File: src/rtl/port_master.sv
// port_master: single-outstanding IN/OUT initiator for the port bus.
// A write to port 0 is a halt request and never reaches the bus.
module port_master #(
  parameter int WORD_WIDTH    = 16,
  parameter int TIMEOUT       = 255,
  parameter int TIMEOUT_WIDTH = 8
) (
  input  logic                  clk,
  input  logic                  reset,
  input  logic                  req_valid,
  input  logic                  req_write,
  input  logic [WORD_WIDTH-1:0] req_addr,
  input  logic [WORD_WIDTH-1:0] req_data,
  output logic                  req_ready,
  output logic                  resp_valid,
  output logic [WORD_WIDTH-1:0] resp_data,
  output logic                  resp_error,
  output logic                  halt,
  output logic [WORD_WIDTH-1:0] portaddr,
  output logic [WORD_WIDTH-1:0] portval,
  output logic                  portget,
  output logic                  portset,
  input  logic [WORD_WIDTH-1:0] portout,
  input  logic                  portack
);

  typedef enum logic [1:0] {
    IDLE,
    ACCESS,
    RESP,
    HALTED
  } state_t;

  localparam logic [TIMEOUT_WIDTH-1:0] TMAX = TIMEOUT_WIDTH'(TIMEOUT);

  state_t                   state, state_nx;
  logic [TIMEOUT_WIDTH-1:0] timer, timer_nx;
  logic                     halt_pend, halt_pend_nx;
  logic                     resp_valid_nx;
  logic [WORD_WIDTH-1:0]    resp_data_nx;
  logic                     resp_error_nx;
  logic                     halt_nx;
  logic [WORD_WIDTH-1:0]    portaddr_nx, portval_nx;
  logic                     portget_nx, portset_nx;

  assign req_ready = (state == IDLE);

  always_ff @(posedge clk) begin
    if (reset) begin
      state      <= IDLE;
      timer      <= '0;
      halt_pend  <= 1'b0;
      resp_valid <= 1'b0;
      resp_data  <= '0;
      resp_error <= 1'b0;
      halt       <= 1'b0;
      portaddr   <= '0;
      portval    <= '0;
      portget    <= 1'b0;
      portset    <= 1'b0;
    end else begin
      state      <= state_nx;
      timer      <= timer_nx;
      halt_pend  <= halt_pend_nx;
      resp_valid <= resp_valid_nx;
      resp_data  <= resp_data_nx;
      resp_error <= resp_error_nx;
      halt       <= halt_nx;
      portaddr   <= portaddr_nx;
      portval    <= portval_nx;
      portget    <= portget_nx;
      portset    <= portset_nx;
    end
  end

  always_comb begin
    state_nx      = state;
    timer_nx      = timer;
    halt_pend_nx  = halt_pend;
    resp_valid_nx = 1'b0;
    resp_data_nx  = resp_data;
    resp_error_nx = resp_error;
    halt_nx       = halt;
    portaddr_nx   = portaddr;
    portval_nx    = portval;
    portget_nx    = portget;
    portset_nx    = portset;
    unique case (state)
      IDLE: begin
        if (req_valid) begin
          resp_data_nx  = '0;
          resp_error_nx = 1'b0;
          if (req_write && req_addr == '0) begin
            halt_pend_nx  = 1'b1;
            resp_valid_nx = 1'b1;
            state_nx      = RESP;
          end else begin
            halt_pend_nx = 1'b0;
            portaddr_nx  = req_addr;
            portval_nx   = req_write ? req_data : '0;
            portget_nx   = !req_write;
            portset_nx   = req_write;
            timer_nx     = '0;
            state_nx     = ACCESS;
          end
        end
      end
      ACCESS: begin
        // ack wins over a timeout expiring on the same edge
        if (portack) begin
          resp_data_nx  = portget ? portout : '0;
          resp_error_nx = 1'b0;
          resp_valid_nx = 1'b1;
          portget_nx    = 1'b0;
          portset_nx    = 1'b0;
          state_nx      = RESP;
        end else if (timer == TMAX) begin
          resp_data_nx  = '0;
          resp_error_nx = 1'b1;
          resp_valid_nx = 1'b1;
          portget_nx    = 1'b0;
          portset_nx    = 1'b0;
          state_nx      = RESP;
        end else begin
          timer_nx = timer + 1'b1;
        end
      end
      RESP: begin
        if (halt_pend) begin
          halt_nx  = 1'b1;
          state_nx = HALTED;
        end else begin
          state_nx = IDLE;
        end
      end
      HALTED: begin
        state_nx = HALTED;
      end
      default: begin
        state_nx = IDLE;
      end
    endcase
  end

endmodule

File: config.mk
export PLATFORM = sky130hd
export DESIGN_NAME = port_master
export DESIGN_NICKNAME = d
export VERILOG_FILES = /design/src/rtl/port_master.sv
export SDC_FILE = /design/constraint.sdc
export NUM_CORES = 1
export LEC_CHECK = 0
export BUFFER_PORTS_ARGS = -buffer_cell sky130_fd_sc_hd__buf_4
export CORE_UTILIZATION = 45
export CTS_CLUSTER_SIZE = 40
export DETAILED_ROUTE_END_ITERATION = 12
export GPL_TIMING_DRIVEN = 0
export PLACE_DENSITY = 0.76
export SYNTH_ARGS = -nofsm -noshare
export SYNTH_HDL_FRONTEND = slang
export SYNTH_SLANG_ARGS = --single-unit
export TNS_END_PERCENT = 30
File: constraint.sdc
create_clock -name clk -period 2.73 [get_ports clk]
set_input_delay 0.1365 -clock clk [delete_from_list [all_inputs] [get_ports clk]]
set_output_delay 0.1365 -clock clk [all_outputs]
set_load 0.05 [all_outputs]
==> results.ini <==
[sta]
tightest_slew_ns=0.578
tns_ns=0
max_freq_ghz=0.516
finalHoldViolCount=0
skew_ns=0.00651
period_share_pct=71.0
setup_viol=0
period_minus_slack_ns=1.94
rsz0062_at_grt=no
report.final.slew_viol_count=0
max_slew_margin_pct=61.4

[synth]
ys_ff_latch=64
yosysWarnings=0
ys.flop_type=dfxtp_1
postSynthAreaPerCell_sq_um=8.48
synth.distinct_cells=39
yosys.area.top_type=dfxtp_1
synth_top_area_share_pct=49.5
ys_async_sr_fraction_pct=0
syn_area_sq_um=2590
synth_nets=359
ys_seq_area_share_pct=49.5
synthTopCellsByArea=dfxtp_1, a21oi_1, nand2_1, a22oi_1, nand3_1
postSynthCellCount=305
synth_edf_count=0

[setup_path]
slowest_delay_ns=0.37
cp_slowest_cell=dfxtp_1
critPathTopFamily=compound AO/OA/AOI/OAI gates
end_kind=flip-flop
critical_path_buf_inv_count=1
crit_chain=ha_1 -> nand4_1 -> o21ai_2 -> o211ai_2 -> buf_4 -> a22oi_1 -> nor2_1
cp-start-kind=flip-flop
critPathKind=flip-flop to flip-flop
critPathMaxFanout=10
worstPathRequired_ns=2.95
cp.arrival_ns=2.15

[layout]
syn2layout_area_growth_pct=41.9
ff_latch_area_sq_um=1280
final_cells=496
drive_gt1_share_pct=34.0
final_common_cell=buf_4
postLayoutCellArea_sq_um=3670
post-route-util_pct=66.3
final_nets=473
multi_input_area_sq_um=1170
n_fill_cell=481
final_cell_mix=buf_4, dfxtp_1, nand2_1
diodes=0

[clock_tree]
cts_tree=yes
cts_sinks=64
cts_buffer_depth=2
cts_root_buf=clkbuf_8
hold_buffers=0
clk_latency_ns=0.34
h-tree-depth=3
cts.clk_slew.worst_paths_ns=0.07
numCtsBuffers=9
cts_resized=0
cts_setup_buffers=0

[global_routing]
gr-total-overflow=0
first_global_vias=2415
grt_pass1_wl_microns=10700
track_usage_pct=22.5
antenna_found_initial=0
grt_max_degree=12

[detailed_routing]
wl_met1_microns=2940
drt-vias-per-instance=5.17
drt_iter0_drc=170
drt_wl_total_microns=6540
top_layer=met4
wire_per_inst_microns=13.2
vias=2565
final_antenna_net_count=0
wl_met3_microns=392
dr.pass1.iters=4
route.met2.wl_microns=3080
drc=0

[place]
portBuffers=103
dp_cells=480
dpl-instance-area_sq_um=3450
gp_congestion=0.813
dp.final_hpwl_microns=4850

[floorplan]
core_sq_um=5540
start_util_pct=46.7
dieArea_sq_um=6060
io-pin-count=107
die_w_microns=77.8
num_rows=27
fp.dieH_microns=77.8

[min_path]
min_path_type=input port to flip-flop

[power_and_ir_drop]
peakVddDrop_mv=0.410
total_leakage_power_uw=0.00151
power_uw=2390
p_per_area_nw_per_um2=652

[outcome]
status=finished, final reports clean

[job]
cap_viol_max_count=0

## sequential cells by signal (all words and copies together) (netlist names)
| name | cells |
|---|---|
| portaddr | 16 |
| portval | 16 |
| resp_data | 16 |
| timer | 8 |
| state | 2 |
| halt | 1 |
| halt_pend | 1 |
| portget | 1 |
| portset | 1 |
| resp_error | 1 |
| resp_valid | 1 |
## logic make-up after synthesis
kind of cell,synth area share (%)
AOI/OAI and AO/OA,20.0
muxes,0.822
and+or+nand+nor,23.9
DFF,49.5
buffers and inverters,5.32
adders and majority gates,0.483
## cell type report
class / instances / share of cell area [%]
buffer: 23 / 3.44
clock buffer: 11 / 3.85
clock inverter: 5 / 2.18
inverter: 3 / 0.307
multi-input combinational: 215 / 31.8
sequential: 64 / 34.9
tap: 72 / 2.45
timing repair buffer: 103 / 21.1
## stage by stage
step           hold slack, ns  worst slack (ns)
3_5_place_dp            0.395             0.811
2_1_floorplan           0.272             0.853
4_1_cts                0.0383             0.797
6_report               0.0469             0.793
3_3_place_gp            0.383             0.835
5_1_grt                0.0458             0.606
## where the power goes
group	internal (uW)	switching, uW
clock	538	362
combinational	178	317
sequential	976	22.3
total	1690	702
## worst min-delay path: stages
cell and delay, ns:
buf_4 0.07, a22oi_1 0.06, nor2_1 0.08
## worst paths after layout
check	cells past startpoint	start	slack (ns)	to
worst min register to register	2	portval[14]$_SDFFE_PP0P_	0.45	portval[14]$_SDFFE_PP0P_
worst max register to register	7	timer[0]$_SDFFE_PP0P_	0.79	resp_data[0]$_SDFFE_PP0P_
worst max-delay path	7	timer[0]$_SDFFE_PP0P_	0.79	resp_data[0]$_SDFFE_PP0P_
worst min-delay path	3	portout[7]	0.05	resp_data[7]$_SDFFE_PP0P_
## metal layers
metal | global-route usage (%) | up-vias
met5 | 0 | -
met4 | 10.8 | 0
met3 | 6.47 | 15
met2 | 35.7 | 70
met1 | 27.9 | 1177
li1 | - | 1303
## synthesized netlist by cell type, types with 2 or more instances
cell / count
dfxtp_1: 64
nand2_1: 54
a21oi_1: 41
nor2_1: 29
nand3_1: 22
a22oi_1: 17
buf_2: 8
clkbuf_1: 8
nor3_1: 8
a211oi_1: 4
buf_4: 4
inv_1: 3
nand4_1: 3
o21a_1: 3
o21ai_0: 3
o2bb2ai_1: 3
a31oi_1: 2
and3_1: 2
buf_6: 2
nor2_2: 2
nor2b_1: 2
nor4_2: 2
o21ai_2: 2
or3_1: 2
(Power assumes the default switching activity.)
